File: src/rtl/fetch_pkg.sv
`default_nettype none
// ======================================================================
// fetch_pkg : shared widths, ring entry type and pointer-width helper
// Revision  : 1.0
// ======================================================================
package fetch_pkg;

  localparam int unsigned ADDR_W_DEFAULT  = 64;
  localparam int unsigned INSTR_W_DEFAULT = 32;

  // Entry fields are sized at the default widths.
  typedef struct packed {
    logic [ADDR_W_DEFAULT-1:0]  pc;
    logic [INSTR_W_DEFAULT-1:0] instr;
    logic                       filled;
  } fetch_entry_t;

  // Ring index plus one wrap bit.
  function automatic int unsigned ptr_w(input int unsigned depth);
    return $clog2(depth) + 1;
  endfunction

endpackage
`default_nettype wire

File: src/rtl/fetch_buffer_if.sv
`default_nettype none
// ======================================================================
// fetch_buffer_if : PC, instruction-memory and decode handshake bundle
// Revision        : 1.0
// ======================================================================
interface fetch_buffer_if
  import fetch_pkg::*;
#(
  parameter int unsigned ADDR_W  = ADDR_W_DEFAULT,
  parameter int unsigned INSTR_W = INSTR_W_DEFAULT
);

  logic [ADDR_W-1:0]  pc_in;
  logic               pc_valid;
  logic               pc_ready;
  logic               imem_req_valid;
  logic [ADDR_W-1:0]  imem_req_addr;
  logic               imem_req_ready;
  logic               imem_rsp_valid;
  logic [INSTR_W-1:0] imem_rsp_data;
  logic               dec_valid;
  logic [ADDR_W-1:0]  dec_pc;
  logic [INSTR_W-1:0] dec_instr;
  logic               dec_ready;
  logic               flush;

  modport slave (
    input  pc_in, pc_valid, imem_req_ready, imem_rsp_valid, imem_rsp_data,
           dec_ready, flush,
    output pc_ready, imem_req_valid, imem_req_addr, dec_valid, dec_pc,
           dec_instr
  );

  modport master (
    output pc_in, pc_valid, imem_req_ready, imem_rsp_valid, imem_rsp_data,
           dec_ready, flush,
    input  pc_ready, imem_req_valid, imem_req_addr, dec_valid, dec_pc,
           dec_instr
  );

endinterface
`default_nettype wire

File: src/rtl/fetch_ring.sv
`default_nettype none
// ======================================================================
// fetch_ring : {pc, instr} ring with head/fill/tail pointers and filled bits
// Revision   : 1.0
// ======================================================================
module fetch_ring
  import fetch_pkg::*;
#(
  parameter int unsigned DEPTH   = 4,
  parameter int unsigned ADDR_W  = ADDR_W_DEFAULT,
  parameter int unsigned INSTR_W = INSTR_W_DEFAULT,
  localparam int unsigned PTR_W  = ptr_w(DEPTH)
) (
  input  wire logic               clk,
  input  wire logic               reset,
  input  wire logic               flush,
  input  wire logic               push,
  input  wire logic [ADDR_W-1:0]  push_pc,
  input  wire logic               fill_en,
  input  wire logic [INSTR_W-1:0] fill_instr,
  input  wire logic               pop,
  output logic      [PTR_W-1:0]   used,
  output logic      [PTR_W-1:0]   outstanding,
  output fetch_entry_t            head_entry
);

  localparam int unsigned IDX_W = PTR_W - 1;

  logic [PTR_W-1:0]   head_ptr;
  logic [PTR_W-1:0]   fill_ptr;
  logic [PTR_W-1:0]   tail_ptr;
  logic [DEPTH-1:0]   filled;
  logic [DEPTH-1:0]   filled_nxt;
  logic [ADDR_W-1:0]  pc_mem    [DEPTH];
  logic [INSTR_W-1:0] instr_mem [DEPTH];

  logic [IDX_W-1:0] head_idx;
  logic [IDX_W-1:0] fill_idx;
  logic [IDX_W-1:0] tail_idx;

  assign head_idx    = head_ptr[IDX_W-1:0];
  assign fill_idx    = fill_ptr[IDX_W-1:0];
  assign tail_idx    = tail_ptr[IDX_W-1:0];
  assign used        = tail_ptr - head_ptr;
  assign outstanding = tail_ptr - fill_ptr;

  always_ff @(posedge clk or negedge reset) begin
    if (!reset) begin
      head_ptr <= '0;
      fill_ptr <= '0;
      tail_ptr <= '0;
    end else if (flush) begin
      head_ptr <= '0;
      fill_ptr <= '0;
      tail_ptr <= '0;
    end else begin
      if (push)    tail_ptr <= tail_ptr + PTR_W'(1);
      if (fill_en) fill_ptr <= fill_ptr + PTR_W'(1);
      if (pop)     head_ptr <= head_ptr + PTR_W'(1);
    end
  end

  // The three indices never collide on a live update: push needs space,
  // fill needs an outstanding slot, pop needs a filled head.
  always_comb begin
    filled_nxt = filled;
    if (push)    filled_nxt[tail_idx] = 1'b0;
    if (fill_en) filled_nxt[fill_idx] = 1'b1;
    if (pop)     filled_nxt[head_idx] = 1'b0;
    if (flush)   filled_nxt = '0;
  end

  always_ff @(posedge clk or negedge reset) begin
    if (!reset) filled <= '0;
    else        filled <= filled_nxt;
  end

  always_ff @(posedge clk) begin
    if (push && !flush)    pc_mem[tail_idx]    <= push_pc;
    if (fill_en && !flush) instr_mem[fill_idx] <= fill_instr;
  end

  always_comb begin
    head_entry.pc     = ADDR_W_DEFAULT'(pc_mem[head_idx]);
    head_entry.instr  = INSTR_W_DEFAULT'(instr_mem[head_idx]);
    head_entry.filled = filled[head_idx];
  end

endmodule
`default_nettype wire

File: src/rtl/fetch_buffer.sv
`default_nettype none
// ======================================================================
// fetch_buffer : issues PCs to imem, buffers in-order responses for decode
// Revision     : 1.0
// ======================================================================
module fetch_buffer
  import fetch_pkg::*;
#(
  parameter int unsigned DEPTH   = 4,
  parameter int unsigned ADDR_W  = ADDR_W_DEFAULT,
  parameter int unsigned INSTR_W = INSTR_W_DEFAULT
) (
  input  wire logic  clk,
  input  wire logic  reset,
  fetch_buffer_if.slave bus,
  output logic       err
);

  localparam int unsigned PTR_W = ptr_w(DEPTH);
  localparam int unsigned DW    = $clog2(DEPTH) + 2;

  logic [PTR_W-1:0] used;
  logic [PTR_W-1:0] outstanding;
  fetch_entry_t     head_entry;
  logic [DW-1:0]    drop_cnt;
  logic             space;
  logic             issue;
  logic             pop;
  logic             drop_active;
  logic             rsp_drop;
  logic             rsp_take;
  logic             rsp_stray;

  assign space = ({1'b0, used} < (PTR_W + 1)'(DEPTH));

  // Gating with reset keeps both handshakes quiet while reset is held.
  assign bus.imem_req_valid = reset && bus.pc_valid && space && !bus.flush;
  assign bus.pc_ready       = reset && bus.imem_req_ready && space && !bus.flush;
  assign bus.imem_req_addr  = bus.pc_in;

  assign issue = bus.pc_valid && bus.pc_ready;
  assign pop   = bus.dec_valid && bus.dec_ready;

  assign drop_active = (drop_cnt != '0);
  assign rsp_drop    = bus.imem_rsp_valid && drop_active;
  assign rsp_take    = bus.imem_rsp_valid && !drop_active && (outstanding != '0);
  assign rsp_stray   = bus.imem_rsp_valid && !drop_active && (outstanding == '0);

  assign bus.dec_valid = head_entry.filled;
  assign bus.dec_pc    = ADDR_W'(head_entry.pc);
  assign bus.dec_instr = INSTR_W'(head_entry.instr);

  fetch_ring #(
    .DEPTH   (DEPTH),
    .ADDR_W  (ADDR_W),
    .INSTR_W (INSTR_W)
  ) u_ring (
    .clk         (clk),
    .reset       (reset),
    .flush       (bus.flush),
    .push        (issue),
    .push_pc     (bus.pc_in),
    .fill_en     (rsp_take),
    .fill_instr  (bus.imem_rsp_data),
    .pop         (pop),
    .used        (used),
    .outstanding (outstanding),
    .head_entry  (head_entry)
  );

  // On flush every in-flight response becomes a drop, less any response
  // consumed in the flush cycle itself.
  always_ff @(posedge clk or negedge reset) begin
    if (!reset) begin
      drop_cnt <= '0;
    end else if (bus.flush) begin
      drop_cnt <= drop_cnt + DW'(outstanding) - DW'(rsp_drop) - DW'(rsp_take);
    end else if (rsp_drop) begin
      drop_cnt <= drop_cnt - DW'(1);
    end
  end

  always_ff @(posedge clk or negedge reset) begin
    if (!reset)         err <= 1'b0;
    else if (rsp_stray) err <= 1'b1;
  end

endmodule
`default_nettype wire

File: src/flat_wrapper.sv
// flat-port wrapper written by rule: the top's interface ports become plain ports
module fetch_buffer_flat import fetch_pkg::*;
#(
  parameter int unsigned DEPTH   = 4,
  parameter int unsigned ADDR_W  = ADDR_W_DEFAULT,
  parameter int unsigned INSTR_W = INSTR_W_DEFAULT
)
  (clk, reset, err, bus_pc_in, bus_pc_valid, bus_imem_req_ready, bus_imem_rsp_valid, bus_imem_rsp_data, bus_dec_ready, bus_flush, bus_pc_ready, bus_imem_req_valid, bus_imem_req_addr, bus_dec_valid, bus_dec_pc, bus_dec_instr);
  fetch_buffer_if #(.ADDR_W(ADDR_W), .INSTR_W(INSTR_W)) bus_i ();
  input  wire logic clk;
  input  wire logic reset;
  output logic err;
  input wire logic [$bits(bus_i.pc_in)-1:0] bus_pc_in;
  input wire logic [$bits(bus_i.pc_valid)-1:0] bus_pc_valid;
  input wire logic [$bits(bus_i.imem_req_ready)-1:0] bus_imem_req_ready;
  input wire logic [$bits(bus_i.imem_rsp_valid)-1:0] bus_imem_rsp_valid;
  input wire logic [$bits(bus_i.imem_rsp_data)-1:0] bus_imem_rsp_data;
  input wire logic [$bits(bus_i.dec_ready)-1:0] bus_dec_ready;
  input wire logic [$bits(bus_i.flush)-1:0] bus_flush;
  output wire logic [$bits(bus_i.pc_ready)-1:0] bus_pc_ready;
  output wire logic [$bits(bus_i.imem_req_valid)-1:0] bus_imem_req_valid;
  output wire logic [$bits(bus_i.imem_req_addr)-1:0] bus_imem_req_addr;
  output wire logic [$bits(bus_i.dec_valid)-1:0] bus_dec_valid;
  output wire logic [$bits(bus_i.dec_pc)-1:0] bus_dec_pc;
  output wire logic [$bits(bus_i.dec_instr)-1:0] bus_dec_instr;
  assign bus_i.pc_in = bus_pc_in;
  assign bus_i.pc_valid = bus_pc_valid;
  assign bus_i.imem_req_ready = bus_imem_req_ready;
  assign bus_i.imem_rsp_valid = bus_imem_rsp_valid;
  assign bus_i.imem_rsp_data = bus_imem_rsp_data;
  assign bus_i.dec_ready = bus_dec_ready;
  assign bus_i.flush = bus_flush;
  assign bus_pc_ready = bus_i.pc_ready;
  assign bus_imem_req_valid = bus_i.imem_req_valid;
  assign bus_imem_req_addr = bus_i.imem_req_addr;
  assign bus_dec_valid = bus_i.dec_valid;
  assign bus_dec_pc = bus_i.dec_pc;
  assign bus_dec_instr = bus_i.dec_instr;
  fetch_buffer #(.DEPTH(DEPTH), .ADDR_W(ADDR_W), .INSTR_W(INSTR_W)) u_core (.clk(clk), .reset(reset), .bus(bus_i), .err(err));
endmodule
File: config.mk
export PLATFORM = sky130hd
export DESIGN_NAME = fetch_buffer_flat
export DESIGN_NICKNAME = d
export VERILOG_FILES = /design/src/rtl/fetch_pkg.sv /design/src/rtl/fetch_buffer_if.sv /design/src/rtl/fetch_ring.sv /design/src/rtl/fetch_buffer.sv /design/src/flat_wrapper.sv
export SDC_FILE = /design/constraint.sdc
export NUM_CORES = 1
export LEC_CHECK = 0
export ABC_CLOCK_PERIOD_IN_PS = 8200
export BUFFER_PORTS_ARGS = -buffer_cell sky130_fd_sc_hd__buf_4
export CAP_MARGIN = 20
export CORE_MARGIN = 2
export CORE_UTILIZATION = 50
export DETAILED_ROUTE_END_ITERATION = 16
export PLACE_DENSITY_LB_ADDON = 0.08
export SLEW_MARGIN = 20
export SYNTH_ARGS = -nofsm -noshare
export SYNTH_HDL_FRONTEND = slang
export SYNTH_HIERARCHICAL = 1
export SYNTH_SLANG_ARGS = --single-unit
export TNS_END_PERCENT = 1
File: constraint.sdc
create_clock -name clk -period 8.2 [get_ports clk]
set_input_delay 2.46 -clock clk [delete_from_list [all_inputs] [get_ports clk]]
set_output_delay 2.46 -clock clk [all_outputs]
set_load 0.01 [all_outputs]
# Word level (Yosys, flattened, before mapping)
# Memories as Yosys holds them, arrays and structs flattened.
# Index checks and enable logic that the tools add are counted.
totals:
  register_bits: 18
  mem_bits_rw: 384
  in_bits: 103
  wordCells: 79
  mem_count: 2
classes:
  n_addsub: 9
  magnitude_cmp: 7
  n_mux: 24
  bitwise: 5
  reduce_logical: 26
memory_table:
  columns: ["name", "depth", "word_bits", "read_ports", "rd_clocked_by_memory_dff", "wr", "line_no", "text"]
  rows:
  - ["u_core.u_ring.pc_mem", 4, 64, 1, 0, 1, "fetch_ring.sv:34", "logic [ADDR_W-1:0] pc_mem [DEPTH];"]
  - ["u_core.u_ring.instr_mem", 4, 32, 1, 0, 1, "fetch_ring.sv:35", "logic [INSTR_W-1:0] instr_mem [DEPTH];"]
op_table:
  columns: ["op", "n"]
  rows:
  - ["$mux 4", 6]
  - ["$mux 3", 6]
  - ["$logic_and 1x1->1", 17]
  - ["$add 3x1->3 const B", 3]
  - ["$lt 2x3->1 const B", 3]
  - ["$and 4x4->4", 2]
  - ["$mux 1", 8]
  - ["$not 4->4", 2]
  - ["$reduce_bool 2->1", 4]
  - ["$sub 4x1->4", 2]
  - ["$demux 1 s2", 3]
  - ["$ge 2x1->1 const B", 3]
  - ["$sub 3x3->3", 2]
  - ["$add 4x3->4", 1]
  - ["$or 4x4->4", 1]
  - ["$reduce_bool 4->1", 1]
  - ["$sub 4x1->4 const B", 1]
  - ["$logic_not 3->1", 1]
  - ["$lt 3x3->1 const B", 1]
  - ["$reduce_bool 3->1", 1]
  - ["$bmux 1 s2", 1]
  - ["$logic_not 1->1", 2]

# Longest topological paths before layout
depth:
  depth_word: 12
  depth_mapped: 16
  depth_no_buf: 16

# Modules after synthesis
# Netlist, hierarchy kept.
modules_own_cells:
  columns: ["mod", "n_inst", "cells_each", "area_each_um2"]
  rows:
  - ["fetch_ring", 1, 593, 14771.7]
  - ["fetch_buffer", 1, 125, 1058.5]

# Worst setup path before layout
# Ideal clock, no wire load.
synth_timing:
  path_kind: "input to register"
  from: "in bus_flush"
  to: "mem u_core/u_ring/pc_mem[0][0] (netlist name) (enable)"
  arrival_ns: 5.190
  t_required_ns: 7.771
  slack_ns: 2.581
  stages: 5
  n_path_buf: 1
  path_cell_list: "nor4bb_1 -> and2_1 -> clkbuf_1 -> nor2b_1 -> and2_1"
synth_via:
  elab_chain_cells: 6
synth_lines:
  columns: ["element", "line_no", "text"]
  rows:
  - ["from (decl)", "flat_wrapper.sv:19", "input wire logic [$bits(bus_i.flush)-1:0] bus_flush;"]
  - ["$logic_not 1->1", "fetch_buffer.sv:38", "assign bus.pc_ready = reset && bus.imem_req_ready && space && !bus.flush;"]
  - ["$logic_and 1x1->1", "fetch_buffer.sv:38", null]
  - ["$logic_and 1x1->1", "fetch_buffer.sv:41", "assign issue = bus.pc_valid && bus.pc_ready;"]
  - ["net u_core.issue", "fetch_buffer.sv:27", "logic issue;"]
  - ["$logic_and 1x1->1", "fetch_ring.sv:79", "if (push && !flush) pc_mem[tail_idx] <= push_pc;"]
  - ["$mux 1", "fetch_ring.sv:79", null]
  - ["$mux 1 (not written as such)", "fetch_ring.sv:79", null]
  - ["to (decl)", "fetch_ring.sv:34", null]
# The timed path passes the listed nets, and every way through them passes these cells.

# Final worst setup path
layout_timing:
  from: "in bus_flush"
  to: "out bus_pc_ready"
layout_via:
  elab_chain_cells: 2
layout_lines:
  columns: ["element", "line_no", "text"]
  rows:
  - ["$logic_not 1->1", "fetch_buffer.sv:38", null]
  - ["$logic_and 1x1->1", "fetch_buffer.sv:38", null]
  - ["to (decl)", "flat_wrapper.sv:20", "output wire logic [$bits(bus_i.pc_ready)-1:0] bus_pc_ready;"]
# Every way passes these cells.

==> out/results.ini <==
[run_status]
status=finished clean

[pwr]
p_seq_share_pct=52.9
power.total_uw=4310
p_per_area_nw_per_um2=226
clock_power_share_pct=41.3
pwr-share-comb_pct=5.8
swShare_pct=20.1
p_sw_uw=865
leakagePower_uw=0.00658
peakVddDrop_v=0.000187
power.internal_uw=3440

[placed_design]
post-place-ws_ns=2.52
io_buffers=266
gp_congestion=0.743
hpwl_um=17200
dp.cells=1300

[grt]
grt_pass1_wl_um=44800
first_global_vias=7755
grt_max_degree=65
antenna_found_initial=0
grt_overflow=0
track_usage_pct=17.9

[yosys]
syn_inst=716
syn_area_um2=15800
synth_fp_nets=845
ys_warn_count=6
avgSynthCellArea_um2=22.1

[routing]
dr.pass1.iters=4
antenna_left=0
route.detailed.drc=0
wl_um=29200
routed-via-count=7326
wl_per_cell_um=21.3
drt_iter0_markers=528
via_per_inst=5.33

[critical_path]
worst_setup_path_start_kind=input port
crit_buf_inv=2
cp_num_cells=3
cp_max_fo=28
worstSetupPathType=input port to primary output
cp.required_ns=5.74
cp_slowest_cell=nor4bb_1
crit_family=buffers and inverters
path_cells=buf_4, nor4bb_1, buf_4
crit_top_cell=buf_4
end_kind=primary output
critical_path.max_stage_delay_ns=0.36
reg2reg_depth=8
arrival_ns=3.22

[final_layout]
area_growth_pct=20.4
diodes=0
layout-drive-gt1-share_pct=45.6
instances_no_fill=1374
num-nets-final=1071

[clock_tree]
cts_setup_buffers=0
htree_levels=2
numClockSinks=402
clockBufferDepth=3
ctsResizeCount=0
cts.clk_slew.worst_paths_ns=0.06
cts_root_buffer=clkbuf_16
cts_made_buffers=42
clk_latency_ns=0.53
cts_tree=yes
cts_hold_buffers=0

[run]
drv_cap=0

[sta]
fmax_ghz=0.176
hold_violations=0
skew_ns=0.0124
period_share_pct=69.2
tightest_slew_ns=1.07
setup_violations=0
relSlewSlack_pct=28.9
rsz0062_at_grt=false
period_needed_ns=5.68
timing.hold.ws_ns=0.473
tns_ns=0
maxSlewViolCount=0
final.setup.worst_slack_ns=2.52

[floorplan]
fp.coreArea_um2=31400
dieArea_um2=33100
die_x_um=182
start_util_pct=50.4
chipHeight_um=182
rows=65
boundaryPins=267

[min_path]
min_path_cells=1
hold_path.class=flip-flop to flip-flop

cells in the final DEF (no fill, tap or decap), types with 6 or more instances in the layout:
cell / n
edfxtp_1: 384
buf_4: 273
mux4_2: 97
clkbuf_16: 43
inv_1: 21
ha_1: 21
dfrtp_1: 16
clkinv_1: 12
nor2_1: 9
clkbuf_1: 8
nand2_1: 7
xnor2_1: 7
a21bo_2: 7
clkinv_2: 6
and2_1: 6
per-layer routing:
metal,vias up,routed length (um),global-route usage (%),part of all wire [%]
met5,-,0,0,0
met4,0,388,3.68,1.3
met3,33,2010,4.77,6.9
met2,222,14900,31.2,51
met1,3781,11900,22.8,41
li1,3290,-,-,-
through the flow:
stage	area [um2]	utilization (%)
global route	19100	60.7
finish	19100	60.7
detailed placement	17800	56.6
floorplan	15800	-
global placement	17800	56.6
CTS	19100	60.7
cell type report:
type                       count  area [um2]
clock buffer                  51        1110
multi-input combinational    202        3140
fill                        2195       12300
clock inverter                23         194
sequential                   402       12000
tap                          402         503
inverter                      21        78.8
timing repair buffer         273        2050
flip-flops by register name (all words and copies together), names as in the netlist:
register	cells
u_core/u_ring/instr_mem	128
u_core/err	1
u_core/u_ring/head_ptr	3
u_core/drop_cnt	4
u_core/u_ring/fill_ptr	3
u_core/u_ring/filled	4
u_core/u_ring/pc_mem	256
u_core/u_ring/tail_ptr	3
path summary, 6_finish.rpt:
kind / startpoint / end / slack [ns]
worst min-delay path: u_core/err$_DFFE_PN0P_ / u_core/err$_DFFE_PN0P_ / 0.47
worst max-delay path: bus_flush / bus_pc_ready / 2.52
worst min register to register: u_core/err$_DFFE_PN0P_ / u_core/err$_DFFE_PN0P_ / 0.47
worst max register to register: u_core/u_ring/head_ptr[0]$_DFFE_PN0P_ / u_core/u_ring/pc_mem[1][58]$_DFFE_PP_ / 3.93
min in group asynchronous: reset / u_core/drop_cnt[0]$_DFFE_PN0P_ / 1.80
max in group asynchronous: reset / u_core/u_ring/head_ptr[1]$_DFFE_PN0P_ / 6.17
power groups by stage:
| stage | sequential, uW | clock [uW] | combinational [uW] |
|---|---|---|---|
| final | 2280 | 1780 | 249 |
| after global placement | 2320 | 0 | 238 |
| after global routing | 2280 | 1930 | 278 |
| after CTS | 2280 | 1830 | 253 |
| after detailed placement | 2320 | 0 | 251 |
| after floorplan | 2320 | 0 | 146 |
No activity file was read; power rests on OpenSTA's default activity.
